[src/rtl/dac_tx_if.sv]
// Transmit-side DAC interface: buffers 4-bit I/Q pairs from the MSK modulator in a
// small FIFO and paces them to a dual 4-bit DAC with a one-cycle load strobe.
module dac_tx_if #(
    parameter int DEPTH   = 8,
    parameter int PREFILL = 4,
    parameter int DIV     = 4
) (
    input  logic                       inClock,
    input  logic                       inReset,
    input  logic [3:0]                 inSinI,
    input  logic [3:0]                 inSinQ,
    input  logic                       inValid,
    output logic                       outReady,
    input  logic                       inEnable,
    input  logic                       inDacBusy,
    input  logic                       inClearErr,
    output logic [3:0]                 outDacI,
    output logic [3:0]                 outDacQ,
    output logic                       outDacLoad,
    output logic [$clog2(DEPTH):0]     outLevel,
    output logic                       outOverflow,
    output logic                       outUnderflow
);

    localparam int AW = $clog2(DEPTH);
    localparam int LW = AW + 1;
    localparam int CW = $clog2(DIV);

    typedef enum logic [2:0] {
        sIdle,
        sPrefill,
        sSetup,
        sLoad,
        sHold
    } state_t;

    state_t         state;
    state_t         nextState;
    logic [7:0]     mem [DEPTH];
    logic [AW-1:0]  wrPtr;
    logic [AW-1:0]  rdPtr;
    logic [LW-1:0]  level;
    logic [CW-1:0]  holdCnt;
    logic           push;
    logic           pop;
    logic           overflowEvt;
    logic           underflowEvt;

    assign outReady   = (level < LW'(DEPTH));
    assign outLevel   = level;
    assign outDacLoad = (state == sLoad);

    // A pair offered while full is still taken if the same edge pops, so the
    // occupancy stays at DEPTH and nothing is dropped.
    assign push        = inValid && (outReady || pop);
    assign overflowEvt = inValid && !push;

    always_comb begin
        nextState    = state;
        pop          = 1'b0;
        underflowEvt = 1'b0;
        case (state)
            sIdle: begin
                if (inEnable) nextState = sPrefill;
            end
            sPrefill: begin
                if (!inEnable)                  nextState = sIdle;
                else if (level >= LW'(PREFILL)) nextState = sSetup;
            end
            sSetup: begin
                if (!inDacBusy) begin
                    nextState = sLoad;
                    if (level != '0) pop = 1'b1;
                    else             underflowEvt = 1'b1;
                end
            end
            sLoad: begin
                nextState = sHold;
            end
            sHold: begin
                if (holdCnt == CW'(DIV - 3)) nextState = inEnable ? sSetup : sIdle;
            end
            default: nextState = sIdle;
        endcase
    end

    always_ff @(posedge inClock or posedge inReset) begin
        if (inReset) begin
            state   <= sIdle;
            holdCnt <= '0;
        end else begin
            state   <= nextState;
            holdCnt <= (state == sHold) ? holdCnt + 1'b1 : '0;
        end
    end

    always_ff @(posedge inClock) begin
        if (push) mem[wrPtr] <= {inSinI, inSinQ};
    end

    always_ff @(posedge inClock or posedge inReset) begin
        if (inReset) begin
            wrPtr   <= '0;
            rdPtr   <= '0;
            level   <= '0;
            outDacI <= '0;
            outDacQ <= '0;
        end else begin
            if (push) wrPtr <= wrPtr + 1'b1;
            if (pop) begin
                rdPtr              <= rdPtr + 1'b1;
                {outDacI, outDacQ} <= mem[rdPtr];
            end
            case ({push, pop})
                2'b10:   level <= level + 1'b1;
                2'b01:   level <= level - 1'b1;
                default: level <= level;
            endcase
        end
    end

    always_ff @(posedge inClock or posedge inReset) begin
        if (inReset) begin
            outOverflow  <= 1'b0;
            outUnderflow <= 1'b0;
        end else begin
            if (overflowEvt)     outOverflow <= 1'b1;
            else if (inClearErr) outOverflow <= 1'b0;
            if (underflowEvt)    outUnderflow <= 1'b1;
            else if (inClearErr) outUnderflow <= 1'b0;
        end
    end

endmodule
[config.mk]
export PLATFORM = sky130hd
export DESIGN_NAME = dac_tx_if
export DESIGN_NICKNAME = d
export VERILOG_FILES = /design/src/rtl/dac_tx_if.sv
export SDC_FILE = /design/constraint.sdc
export NUM_CORES = 1
export LEC_CHECK = 0
export ABC_AREA = 1
export BUFFER_PORTS_ARGS = -buffer_cell sky130_fd_sc_hd__buf_4
export CELL_PAD_IN_SITES_DETAIL_PLACEMENT = 0
export CELL_PAD_IN_SITES_GLOBAL_PLACEMENT = 2
export CORE_AREA = 8 8 108 110
export DETAILED_ROUTE_END_ITERATION = 8
export DIE_AREA = 0 0 116 118
export GPL_ROUTABILITY_DRIVEN = 0
export PLACE_DENSITY = 0.83
export SLEW_MARGIN = 30
export SYNTH_ARGS = -nofsm -noshare
export SYNTH_HDL_FRONTEND = slang
export SYNTH_SLANG_ARGS = --single-unit
[constraint.sdc]
create_clock -name inClock -period 2.5 [get_ports inClock]
set_clock_uncertainty 0.05 [all_clocks]
set_input_delay 0.375 -clock inClock [delete_from_list [all_inputs] [get_ports inClock]]
set_output_delay 0.375 -clock inClock [all_outputs]
set_load 0.01 [all_outputs]
; After elaboration in Yosys (flattened, before gate mapping)
; Memory sizes are Yosys's and may differ from the RTL's. A register that Yosys moved wholly into a read port is not among the register bits.
; Index checks and enable logic that the tools add are counted.
[op_classes]
n_mul = 0
magnitude_cmp = 2
shift = 0
n_div = 0
n_mux = 20
eq_ne = 11
addsub = 5
reduce_logical = 10
n_bitwise = 0
[op_table]
columns = op, count
row1 = 3-bit two-way mux, 5
row2 = 3-bit case mux with 5 select lines, 1
row3 = 1-bit two-way mux, 11
row4 = 4-bit case mux with 2 select lines, 1
row5 = "3-bit by 1-bit adder with 3-bit output, second input constant", 2
row6 = "3-bit by 2-bit == test with 1-bit output, second input constant", 2
row7 = "2-bit != test, second input constant", 3
row8 = 2-bit nonzero test, 3
row9 = "4-bit by 1-bit adder with 4-bit output, second input constant", 1
row10 = "2-bit by 1-bit == test with 1-bit output, second input constant", 2
row11 = "4-bit by 3-bit greater-or-equal comparator with 1-bit output, second input constant", 1
row12 = "4-bit < comparator, second input constant", 1
row13 = 2-bit two-way mux, 2
row14 = 4-bit AND reduction, 1
row15 = 4-bit nonzero test, 1
row16 = "4-bit by 1-bit subtractor with 4-bit output, second input constant", 1
row17 = "3-bit by 1-bit == test with 1-bit output, second input constant", 1
row18 = "3-bit == test, second input constant", 1
row19 = 3-bit zero test, 1
row20 = "3-bit != test, second input constant", 1
row21 = "2-bit by 1-bit adder with 2-bit output, second input constant", 1
row22 = "2-bit == test, second input constant", 1
row23 = 1-bit logical AND, 2
row24 = 1-bit zero test, 1
row25 = 1-bit logical OR, 1
[word_totals]
romBits = 0
n_memories = 1
latch_bits = 0
ram_bits = 64
ff_bits = 17
out_inout_bits = 16
[memory_table]
columns = name, depth, word_bits, rd, rd_clocked_by_memory_dff, write_ports, line
row1 = mem, 8, 8, 1, 1, 1, 39  ; logic [7:0] mem [DEPTH];

; Depth between registers and ports, before layout
[logic_depth]
depth_word = 9
mapped_depth = 16
mapped_depth_nobuf = 15

; Worst setup path before layout
; No wires, ideal clock.
[synth_path]
path_type = reg2reg
startpoint = register level[3] (netlist: outLevel[3])
endpoint = register level[2] (netlist: outLevel[2])
required_ps = 2323
arrival_ps = 1974
stages_incl_launch_ff = 17
period_less_slack_ps = 2151
n_path_buf = 2
setup_ps = 127
slack_ps = 349
cell_sequence = dfrtp_1 -> buf_2 -> nor2_2 -> nand2_1 -> nand2_4 -> nand2_2 -> nand2_2 -> buf_6 -> ha_1 -> nand2_1 -> inv_1 -> nor2_1 -> ha_1 -> a21oi_1 -> nand3_1 -> nand2_1 -> o22ai_1
[synth_between]
elab_chain_cells = 8
word_cells_on_any_way = 11
[synth_lines]
columns = item, line
row1 = start: declaration, 42  ; logic [LW-1:0] level;
row2 = start signal: assignment, 115  ; 2'b10: level <= level + 1'b1;
row3 = start signal: assignment, 116  ; 2'b01: level <= level - 1'b1;
row4 = start signal: assignment, 117  ; default: level <= level;
row5 = 4-bit nonzero test, 73  ; if (level != '0) pop = 1'b1;
row6 = 1-bit two-way mux, 73
row7 = 1-bit two-way mux, 71  ; if (!inDacBusy) begin
row8 = 1-bit two-way mux, 62  ; case (state)
row9 = 1-bit logical OR, 55  ; assign push = inValid && (outReady || pop);
row10 = 1-bit logical AND, 55
row11 = 2-bit by 1-bit == test with 1-bit output / 2-bit == test (equally long branches), 114  ; case ({push, pop})
row12 = 4-bit case mux with 2 select lines / 2-bit nonzero test (equally long branches), n/a
; Parallel ways exist; a longest one is shown, timed or not.
; A chain may end at the register's enable or synchronous reset.

; Final worst setup path
[layout_path]
startpoint = register level[2] (netlist: outLevel[2])
endpoint = register level[2] (netlist: outLevel[2])
; The elaborated chain is that of the path after synthesis.

==> key figures <==
Timing
  – Post-route setup slack: 0.292 ns
  – Hold Fails Final Rpt: 0
  – Fin crit period: 2.21 ns
  – RSZ-0062 raised after global routing: no
  – Period Utilization, post-route: 88.3%
  – Actual slew at the worst max-slew pin: 0.869 ns
  – Final setup fails: 0
  – WHS: 0.0197 ns
  – Total Negative Setup Slacks: 0 ns
  – Fmax: 453 MHz
  – Max Slew Vio Count: 0
  – Slew HR: 42.0%

Setup path
  – Setup crit end kind: flop
  – WS Path Type: flop to flop
  – Worst path required time: 2.69 ns
  – WP buf/inv: 1
  – CP arrival: 2.40 ns
  – CP max-delay cell: dfrtp_1
  – CP max FO: 14
  – Startpoint Class: flop
  – Most used cell, CP: nand2_1
  – Slowest Stage Delay on Critical Path: 0.45 ns
  – Largest delay share family, worst path: simple AND/OR/NAND/NOR gates
  – Worst-path cell chain: nor2_2, nand2_1, nand2_4, nand2_2, nand2_2, ha_1, nand2_1, inv_1, nor2_1, ha_1, a21oi_1, nand3_1, nand2_1, o22ai_1

Global route
  – Total global-route track usage: 12.4%
  – Number of antenna violations at the first check in global routing: 0
  – Largest net degree at the start of global routing: 34
  – Grt total ovfl: 0
  – Number of global-route vias before repair: 2514
  – First-pass GRT wire length: 13.0 mm

Yosys
  – Post-synthesis sequential area ratio: 67.2%
  – Avg Inst Size Synth: 10.7 µm²
  – Post-Synthesis Cells: 355
  – Post-Syn Nets: 375
  – Seq cells post-synth: 89
  – Synth cell count leaders: nor2_1, edfxtp_1, nand2_1
  – Synth warnings: 0
  – Post-synth top area cell: edfxtp_1
  – Fraction of registers with async set or reset after synthesis: 28.1%
  – Cell Area, Synth: 3790 µm²
  – Synth Flop Type: edfxtp_1
  – Largest cells by area after synthesis: edfxtp_1, dfrtp_1, nor2_1
  – EDFF count, synth: 64
  – Synth unique cells: 26
  – Most common cell in the netlist: nor2_1
  – Post-synth top area share: 50.7%

Floorplan
  – Top Ports: 30
  – Die Ht: 118 µm
  – Site Rows: 37
  – Core area: 10000 µm²
  – Die Footprint: 13700 µm²
  – Starting Density: 37.9%
  – Die Width: 116 µm

Power and ir drop
  – PD cells: 1100 nW/µm²
  – Max IR drop VDD: 0.000651 V
  – LEAKAGE: 1.82 nW

CTS
  – TritonCTS clock tree: yes
  – Clock Latency Late Sink: 0.35 ns
  – Max clock buf depth: 2
  – H-tree depth: 3
  – CTS Hold Buffers Added: 0
  – Clk sinks: 89
  – Clock Tree Root: clkbuf_8
  – Worst-path clk slew: 0.10 ns
  – Setup Fix Bufs, Post-CTS: 0
  – TritonCTS buffer count: 9
  – PostCTS Resize Cnt: 0

Flow run
  – Max Cap Violations: 0

Finish
  – Antenna fix cells: 0
  – Share of cells above drive strength 1: 17.0%
  – Final Net Count: 414
  – Area growth syn-to-layout: 16.9%
  – Final std cells w/o fill: 535
  – Layout Utilization: 44.3%
  – Fill count: 972

Status
  – Outcome: finished clean

Hold path
  – Worst Hold Class: input pin to asynchronous set/reset pin

Placement
  – Setup slack at placement: 0.325 ns
  – IO buf count: 29
  – DP Cell Count: 519
  – Post-DP HPWL: 5.18 mm

Detailed routing
  – Pre-antenna DRT Iters: 4
  – DRT iter0 DRCs: 144
  – Via-to-Cell Ratio: 4.70
  – Total number of vias: 2512
  – Routed Antenna Nets: 0
  – Residual DRC: 0
  – Wire per inst: 15.2 µm
  – Total wire length: 8.15 mm
[registers in the layout, summed over array words and instances, names as in the netlist, 2 cells and up]
| signal | count |
|---|---|
| outDacI | 4 |
| outDacQ | 4 |
| wrPtr | 3 |
| holdCnt | 2 |
| rdPtr | 3 |
| outLevel | 4 |
| state | 3 |
| mem | 64 |
[per-layer routing]
| layer | routed length [µm] | GRT usage (%) |
|---|---|---|
| met5 | 0 | 0 |
| met4 | 133 | 5.43 |
| met3 | 293 | 2.21 |
| met2 | 4010 | 20.0 |
| met1 | 3720 | 15.9 |
[power breakdown]
part / total (mW) / internal [mW] / switching, mW
Clock: 1.10 / 0.574 / 0.526
Combinational: 1.70 / 0.639 / 1.06
Sequential: 2.08 / 1.88 / 0.201
Total: 4.88 / 3.09 / 1.79
[layout by cell type, fill, tap and decap left out, types with 3 or more instances in the layout]
cell / netlist / routed
edfxtp_1: 64 / 64
clkbuf_8: 0 / 9
ha_1: 6 / 6
dfrtp_1: 25 / 25
inv_1: 21 / 21
nor3_1: 9 / 9
nand3_1: 31 / 31
o21ai_0: 35 / 35
nand2_2: 3 / 3
nand2_1: 54 / 54
xor2_1: 3 / 3
nor2_1: 74 / 74
buf_4: 0 / 43
[stage by stage]
step / power (mW) / area [µm²]
CTS: 4.95 / 4430
floorplan: 3.25 / 3790
global placement: 3.82 / 4200
global route: 5.25 / 4430
finish: 4.88 / 4430
detailed placement: 3.85 / 4200
[tightest hold or removal path, cell delays in order]
cell and delay, ns:
buf_4 0.11, inv_1 0.04, buf_4 0.31
[final timing paths]
check	start	endpoint	slack (ns)	depth (start not counted)
worst max-delay path	outLevel[2]$_DFFE_PP0P_	outLevel[2]$_DFFE_PP0P_	0.29	14
worst min-delay path	inReset	outOverflow$_DFFE_PP0P_	0.02	3
worst max register to register	outLevel[2]$_DFFE_PP0P_	outLevel[2]$_DFFE_PP0P_	0.29	14
worst min register to register	holdCnt[0]$_DFF_PP0_	holdCnt[0]$_DFF_PP0_	0.39	1
max in group asynchronous	inReset	outUnderflow$_DFFE_PP0P_	2.12	3
min in group inClock	inClearErr	outUnderflow$_DFFE_PP0P_	0.16	2
[cells by family after synthesis]
kind of cell / after synthesis / share of synthesized area, %
AND/OR/NAND/NOR: 176 / 19.7
flip-flops: 89 / 67.2
AO/OA/AOI/OAI: 41 / 5.61
buffers and inverters: 38 / 4.36
adder cells (fa/ha/maj): 6 / 1.98
XOR/XNOR: 5 / 1.16
[area by class of cell]
type | instances | area (µm²) | area share, %
Multi-Input combinational cell | 228 | 1080 | 24.3
Timing Repair Buffer | 43 | 323 | 7.29
Inverter | 23 | 86.3 | 1.95
Clock inverter | 7 | 101 | 2.29
Clock buffer | 9 | 124 | 2.80
Tap cell | 136 | 170 | 3.84
Sequential cell | 89 | 2550 | 57.5
No activity file was read; power rests on OpenSTA's default activity.
